===== src/rtl/alu_cmd_sequencer.sv =====
// Byte-stream command front-end and result back-end for the ALU stage.
// Optional partial-frame receive timeout: define ALU_SEQ_RX_TIMEOUT_EN.
module alu_cmd_sequencer #(
  parameter int DATA_WIDTH = 8,
  parameter int FUNC_WIDTH = 4,
  parameter int RX_TIMEOUT = 1024
) (
  input  logic                    CLK,
  input  logic                    RST,
  input  logic [DATA_WIDTH-1:0]   RX_DATA,
  input  logic                    RX_VALID,
  output logic [DATA_WIDTH-1:0]   A,
  output logic [DATA_WIDTH-1:0]   B,
  output logic [FUNC_WIDTH-1:0]   ALU_FUNC,
  output logic                    ALU_EN,
  input  logic [2*DATA_WIDTH-1:0] ALU_OUT,
  input  logic                    ALU_OUT_VALID,
  output logic [DATA_WIDTH-1:0]   TX_DATA,
  output logic                    TX_VALID,
  input  logic                    TX_READY,
  output logic                    BUSY,
  output logic                    FRAME_ERR,
  output logic                    RX_DROP
);

  typedef enum logic [3:0] {
    IDLE, GET_A, GET_B, GET_FUNC, SETUP, EXEC, WAIT, TX_LO, TX_HI
  } state_t;

  state_t                  state, state_nx;
  logic                    err_nx;
  logic                    full_op;
  logic [DATA_WIDTH-1:0]   a_sh, b_sh;
  logic [2:0]              wait_cnt;
  logic [2*DATA_WIDTH-1:0] result;
  logic                    busy_st;
  logic                    to_hit;

  assign busy_st = (state inside {SETUP, EXEC, WAIT, TX_LO, TX_HI});

`ifdef ALU_SEQ_RX_TIMEOUT_EN
  localparam int TO_W = $clog2(RX_TIMEOUT + 1);
  logic [TO_W-1:0] to_cnt;
  logic            in_get;

  assign in_get = (state inside {GET_A, GET_B, GET_FUNC});
  assign to_hit = in_get && !RX_VALID && (to_cnt == TO_W'(RX_TIMEOUT - 1));

  always_ff @(posedge CLK or negedge RST) begin
    if (!RST)                   to_cnt <= '0;
    else if (!in_get || RX_VALID) to_cnt <= '0;
    else                        to_cnt <= to_cnt + 1'b1;
  end
`else
  assign to_hit = 1'b0;
`endif

  always_ff @(posedge CLK or negedge RST) begin
    if (!RST) state <= IDLE;
    else      state <= state_nx;
  end

  always_comb begin
    state_nx = state;
    err_nx   = 1'b0;
    case (state)
      IDLE:
        if (RX_VALID) begin
          if (RX_DATA[7:0] == 8'hCC)      state_nx = GET_A;
          else if (RX_DATA[7:0] == 8'hDD) state_nx = GET_FUNC;
          else                            err_nx   = 1'b1;
        end
      GET_A:    if (RX_VALID) state_nx = GET_B;
      GET_B:    if (RX_VALID) state_nx = GET_FUNC;
      GET_FUNC: if (RX_VALID) state_nx = SETUP;
      SETUP:    state_nx = EXEC;
      EXEC:     state_nx = WAIT;
      WAIT:
        if (ALU_OUT_VALID) state_nx = TX_LO;
        else if (wait_cnt == 3'd3) begin
          state_nx = IDLE;
          err_nx   = 1'b1;
        end
      TX_LO:    if (TX_READY) state_nx = TX_HI;
      TX_HI:    if (TX_READY) state_nx = IDLE;
      default:  state_nx = IDLE;
    endcase
    if (to_hit) begin
      state_nx = IDLE;
      err_nx   = 1'b1;
    end
  end

  // Operands land in shadows and commit on FUNC, so an abandoned frame leaves A/B intact.
  always_ff @(posedge CLK or negedge RST) begin
    if (!RST) begin
      A         <= '0;
      B         <= '0;
      ALU_FUNC  <= '0;
      ALU_EN    <= 1'b0;
      TX_DATA   <= '0;
      TX_VALID  <= 1'b0;
      BUSY      <= 1'b0;
      FRAME_ERR <= 1'b0;
      RX_DROP   <= 1'b0;
      full_op   <= 1'b0;
      a_sh      <= '0;
      b_sh      <= '0;
      wait_cnt  <= '0;
      result    <= '0;
    end else begin
      ALU_EN    <= (state_nx == EXEC);
      TX_VALID  <= (state_nx inside {TX_LO, TX_HI});
      BUSY      <= (state_nx inside {SETUP, EXEC, WAIT, TX_LO, TX_HI});
      FRAME_ERR <= err_nx;
      RX_DROP   <= RX_VALID && busy_st;
      wait_cnt  <= (state == WAIT) ? wait_cnt + 3'd1 : 3'd0;
      case (state)
        IDLE:  if (RX_VALID) full_op <= (RX_DATA[7:0] == 8'hCC);
        GET_A: if (RX_VALID) a_sh <= RX_DATA;
        GET_B: if (RX_VALID) b_sh <= RX_DATA;
        GET_FUNC:
          if (RX_VALID) begin
            ALU_FUNC <= RX_DATA[FUNC_WIDTH-1:0];
            if (full_op) begin
              A <= a_sh;
              B <= b_sh;
            end
          end
        WAIT:
          if (ALU_OUT_VALID) begin
            result  <= ALU_OUT;
            TX_DATA <= ALU_OUT[DATA_WIDTH-1:0];
          end
        TX_LO: if (TX_READY) TX_DATA <= result[2*DATA_WIDTH-1:DATA_WIDTH];
        default: ;
      endcase
    end
  end

endmodule


===== config.mk =====
export PLATFORM = sky130hd
export DESIGN_NAME = alu_cmd_sequencer
export DESIGN_NICKNAME = d
export VERILOG_FILES = /design/src/rtl/alu_cmd_sequencer.sv
export SDC_FILE = /design/constraint.sdc
export NUM_CORES = 1
export LEC_CHECK = 0
export CORE_UTILIZATION = 45
export CTS_CLUSTER_SIZE = 25
export DETAILED_ROUTE_END_ITERATION = 16
export GPL_ROUTABILITY_DRIVEN = 1
export PLACE_DENSITY = 0.75
export RECOVER_POWER = 100
export SYNTH_ARGS = -nofsm -noshare
export SYNTH_HDL_FRONTEND = slang
export SYNTH_SLANG_ARGS = --single-unit

===== constraint.sdc =====
create_clock -name CLK -period 1.6 [get_ports CLK]
set_input_delay 0.24 -clock CLK [delete_from_list [all_inputs] [get_ports CLK]]
set_output_delay 0.24 -clock CLK [all_outputs]
set_load 0.01 [all_outputs]

==> flow_metrics.tcl <==
set metrics [dict create \
    clock_latency_ns 0.34 \
    p_switching_uw 1990 \
    synth.distinct_cells 40 \
    finalSetupTns_ns -0.0481 \
    nFillCells 458 \
    cts_sinks 65 \
    hold_viol 0 \
    drtIter0Drc 104 \
    drv_cap 0 \
    fp.dieH_um 81.1 \
    routedWlPerCell_um 16.4 \
    rsz0062_at_grt "yes" \
    grt-ovfl-total 0 \
    p_sw_frac 0.295 \
    async_reset_ff_frac 1.00 \
    dieArea_mm2 0.00658 \
    post-dp-hpwl_um 4000 \
    worstPathArrival_ns 1.85 \
    yosysWarnings 0 \
    cts_tree "built" \
    power_density_mw_per_mm2 1680 \
    drv_slew 0 \
    fp.dieW_um 81.1 \
    rows 28 \
    clkTransAtPathRegs_ns 0.07 \
    antenna_found_initial 0 \
    synthCells 193 \
    htree_levels 3 \
    crit_path_start_kind "register" \
    grt_pass1_vias 1924 \
    ys_ff_latch 65 \
    clkPwrFrac 0.184 \
    core_mm2 0.00599 \
    synth-edff-count 0 \
    ys.flop_type "dfrtp_1" \
    syn-cell-area_mm2 0.00282 \
    io_pins 62 \
    clockBufferDepth 2 \
    cts-root-buf "clkbuf_8" \
    synth_top_area_frac 0.577 \
    place_congestion 0.746 \
    nets 325 \
    multi_input_area_mm2 0.00117 \
    synth_fp_nets 224 \
    rr_worst_depth 4 \
    stdcell_count 372 \
    start_util 0.470 \
    grt_pass1_wl_um 9580 \
    wl_um 6120 \
    seq_area_mm2 0.00163 \
    crit_type "reg -> reg" \
    drc_errors 0 \
    cp.required_ns 1.83 \
    crit_fanout 4 \
    p_leak_uw 0.00184 \
    grt_max_degree 66 \
    dp.cells 352 \
    mostFrequentLayoutCell "dfrtp_1" \
    violations "setup timing" \
    worst_slew_pin_slew_ns 0.864 \
    dr.pass1.iters 4 \
    p_int_uw 4750 \
    hold_path_depth 1 \
    fin_ws_ns -0.0246 \
    ant_nets 0 \
    skew_ns 0.00510 \
    yosysSeqAreaShare 0.577 \
    fin_crit_sh 1.02 \
    vias_per_cell 5.22 \
    end_kind "register" \
    synth_area_leaders "dfrtp_1, mux2_2, mux2_4, o221ai_1, ha_1" \
    yosysTopAreaCell "dfrtp_1" \
    track_usage 0.200 \
    maxSlewHeadroom 0.424 \
    max_freq_mhz 616 \
    n_antenna_cell 0 \
    peakVddDrop_v 0.000877 \
    mostFrequentLayoutCells "dfrtp_1, clkdlybuf4s50_1, mux2_2" \
    setup_viol 3 \
    hp-class "reg -> reg" \
    syn_area_per_cell_um2 14.6 \
    fin_crit_ns 1.62 \
    vias 1943 \
    port_buffers 61 \
    combPwrFrac 0.406 \
    area_growth_pct 42.7 \
    drive_above_1_share 0.418 \
    numCtsBuffers 9 \
    status "complete, but fails checks" \
    power_frac_seq 0.410 \
]
-- power groups by stage --
stage / combinational (µW) / sequential (µW) / clock, µW
floorplan: 1280 / 2840 / 0
global placement: 2540 / 2750 / 0
detailed placement: 2600 / 2770 / 0
CTS: 2610 / 2750 / 1270
global route: 2960 / 2850 / 1330
finish: 2740 / 2760 / 1240
-- repair_timing --
action | in CTS | in global routing
setup endpoints to repair | 9 | 32
gates resized for setup | 2 | 17
cloned | 0 | 1
setup buffers | 0 | 4
pin swaps | 0 | 2
hold buffers | 1 | 0
hold endpoints to repair | 65 | 0
-- registers in the layout, summed over array words and instances (netlist names) --
register	cells
b_sh	8
state	4
ALU_EN	1
FRAME_ERR	1
B	8
BUSY	1
wait_cnt	3
ALU_FUNC	4
result	8
TX_DATA	8
full_op	1
A	8
RX_DROP	1
TX_VALID	1
a_sh	8
-- cell type report --
type                       count  share of cell area
timing repair buffer          99               0.235
tap                           75              0.0233
clock inverter                 3             0.00436
clock buffer                  11              0.0376
multi-input combinational    116               0.292
sequential                    65               0.405
inverter                       3             0.00280
-- per-stage QoR --
stage	worst slack, ns	hold WS (ns)	instance area (µm²)	power (µW)	util
detailed placement	-0.197	0.280	3740	5360	0.624
global route	-0.0497	0.460	4020	7140	0.671
global placement	-0.198	0.279	3740	5290	0.624
finish	-0.0246	0.439	4020	6740	0.671
CTS	-0.00689	0.442	3920	6630	0.655
floorplan	0.0392	-0.0556	2820	4120	-
-- logic make-up (layout without fill, tap and decap cells) --
kind of cell    after synthesis  count (layout)  synth area share
flops                        65              65             0.577
mux                          62              62             0.258
simple gates                 39              39            0.0933
compound gates               12              12            0.0355
buf+inv                      12             116            0.0244
fa+ha+maj                     2               2           0.00888
xor+xnor                      1               1           0.00311
-- path summary, 6_finish.rpt --
path,startpoint,endpoint,slack [ns]
setup / recovery,state[3],TX_DATA[0],-0.02
hold / removal,wait_cnt[0],wait_cnt[0],0.44
setup reg to reg,state[3],TX_DATA[0],-0.02
hold reg to reg,wait_cnt[0],wait_cnt[0],0.44
max in group asynchronous,RST,state[0],0.35
min in group asynchronous,RST,wait_cnt[2],0.64
-- critical path: stages, from the launching register on --
cell       delay (ns)
dfrtp_2          0.42
and4b_2          0.36
clkbuf_16        0.16
mux2_2           0.31
mux2_2           0.26
-- routing by layer --
metal	routed length [µm]	part of all wire	track usage
met1	2680	0.44	0.262
met2	2940	0.48	0.302
met3	385	0.063	0.0674
met4	105	0.017	0.0875
met5	0	0	0
-- cells in the mapped netlist (2+ instances only) --
cell type	instances
o21ai_0	2
dfrtp_1	65
ha_1	2
and2_1	3
nor4b_1	2
nor4bb_1	2
buf_2	4
nand2b_1	4
mux2_4	8
mux2_2	52
clkbuf_1	2
nand2_1	5
nor3_1	2
nand4_1	3
buf_6	2
nor2_1	4
nor3b_1	3
mux2i_1	2
o221ai_1	3
inv_1	3
(Power assumes the default switching activity.)
==> RTL edit, RTL diff (config.mk and constraints unchanged) <==
Set the parameter `FUNC_WIDTH` to 6 (it was 4).
--- a/src/rtl/alu_cmd_sequencer.sv
+++ b/src/rtl/alu_cmd_sequencer.sv
@@ -4,3 +4,3 @@
   parameter int DATA_WIDTH = 8,
-  parameter int FUNC_WIDTH = 4,
+  parameter int FUNC_WIDTH = 6,
   parameter int RX_TIMEOUT = 1024
Interface: changed (resized ALU_FUNC); port bits go from 62 to 64. No check against the original RTL was run, so the function may have changed too.
==> RTL edit against the unedited design <==
Routed wire length down 2.0%. Synthesized cell count up 2.1%. Area after synthesis is 2.6% higher. Count of clock-buffer cells in the layout rose by 1. Hold slack got worse by 0.0080 ns. Worst setup slack better by 0.044 ns. Total power is 3.1% higher. Final area increased by 1.5%. Sequential power is 3% higher. Sequential cell count is 2 higher. Highest routed layer unchanged. Critical path depth unchanged.
==> RTL edit: results (changes against the unedited design) <==
CTS resizes=1 (-1); met2 wire len=2840 microns (-3.6%); M2 GR Usage=0.336 (+0.0339); Synth top cells by count=dfrtp_1 (67), mux2_2 (54), mux2_4 (8); post-synthesis sequential area ratio=0.580 (+0.00282); H-tree depth=3 (unchanged); initial antenna violation count=0 (unchanged); r2r setup slk=0.02 ns (+0.04 ns); Worst-Margin Slew=0.986 ns (+0.122 ns); M3 GR Usage=0.0857 (+0.0183); complex-gate fraction of the synthesized area=0.0346 (-0.000892); met1 Usage GRT=0.232 (-0.0301); Clock transition at path regs=0.07 ns (about the same); critical path's largest stage delay=0.42 ns (about the same); HP Class=flip-flop to flip-flop; # diodes=0 (unchanged); Setup WS pre-CTS=-0.212 ns (-0.0150 ns); cell count after synthesis=197 (+2.1%); Final GP Congestion=0.807 (+8.2%); clock latency on the worst-skew pair=0.34 ns (about the same); wire length per cell=15.9 microns (-3.6%); Synth Area in Adders=0.00866 (-0.000223); Synth area leaders=dfrtp_1 (58%), mux2_2 (21%), mux2_4 (4.2%); Worst EP arrival=1.81 ns (-0.04 ns); cell count after placement=361 (+2.6%); area of the multi-input gates=0.00116 sq mm (-1.5%); metal1 wirelength=2630 microns (-2.1%); status=completed; Signal buf overhead=0.234 (-0.000693); GRT Util Overall=0.203 (+0.00309); clkbuf count=12 (+1); Ys Warns=0 (unchanged); Nets=329 (+1.2%); number of I/O port buffers=63 (+3.3%); mux contribution to synthesized area=0.259 (+0.00133); DP Wirelength=4360 microns (+8.8%); Multi-input comb cells=118 (+1.7%); WL met3=432 microns (+12%); xor/xnor share of the synthesized area=0.00303 (-0.0000780); largest net degree at the start of global routing=30 (-55%); Synth Net Count=228 (+1.8%); Yosys cell types=40 (unchanged); Initial DRC Count=44 (-58%); non-clock buffer count=99 (unchanged); Crit Path Max Fanout=9 (+5); slowest stage cell, crit path=dfrtp_1; layout cell share with drive strength beyond 1=0.393 (-0.0248); Worst Skew=0.00960 ns (+0.00450 ns); Seq/total area=0.411 (+0.00600); clock-cell share of area=0.0457 (+0.00367); First-pass DRT Iterations=4 (unchanged); vias in the first global route=2122 (+10%); vias=1933 (-0.51%); crit path time final=1.58 ns (-0.0438 ns); peak supply drop=896 uV (+2.2%); first-pass GRT wire length=9870 microns (+3.0%); Fill cells=445 (-2.8%); Leak=0.00186 uW (+0.89%); seq_cells=67 (+3.1%); Finished Layout Cells=378 (+1.6%)
RTL edit: power by group:
group | switching, uW | total (uW) | internal, uW
registers | 402 | 2840 | 2440
logic | 994 | 2770 | 1770
clock network | 621 | 1340 | 721
total | 2020 | 6950 | 4930
RTL edit: metrics by stage:
stage	cell area (sq um)	total power, uW	setup TNS [ns]	hold WS (ns)	utilization
after CTS	4080	7010	0	0.363	0.672
after global placement	3880	5540	-8.83	0.201	0.640
final	4080	6950	0	0.431	0.673
after detailed placement	3880	5630	-9.22	0.203	0.640
after global routing	4080	7390	-0.0931	0.447	0.673
after floorplan	2890	4240	0	-0.0556	-
RTL edit: final timing paths:
path	startpoint	endpoint
setup reg to reg	state[3]	TX_DATA[7]
hold reg to reg	wait_cnt[0]	wait_cnt[0]
hold / removal	wait_cnt[0]	wait_cnt[0]
min in group asynchronous	RST	RX_DROP
setup / recovery	state[3]	TX_DATA[7]
max in group asynchronous	RST	B[6]
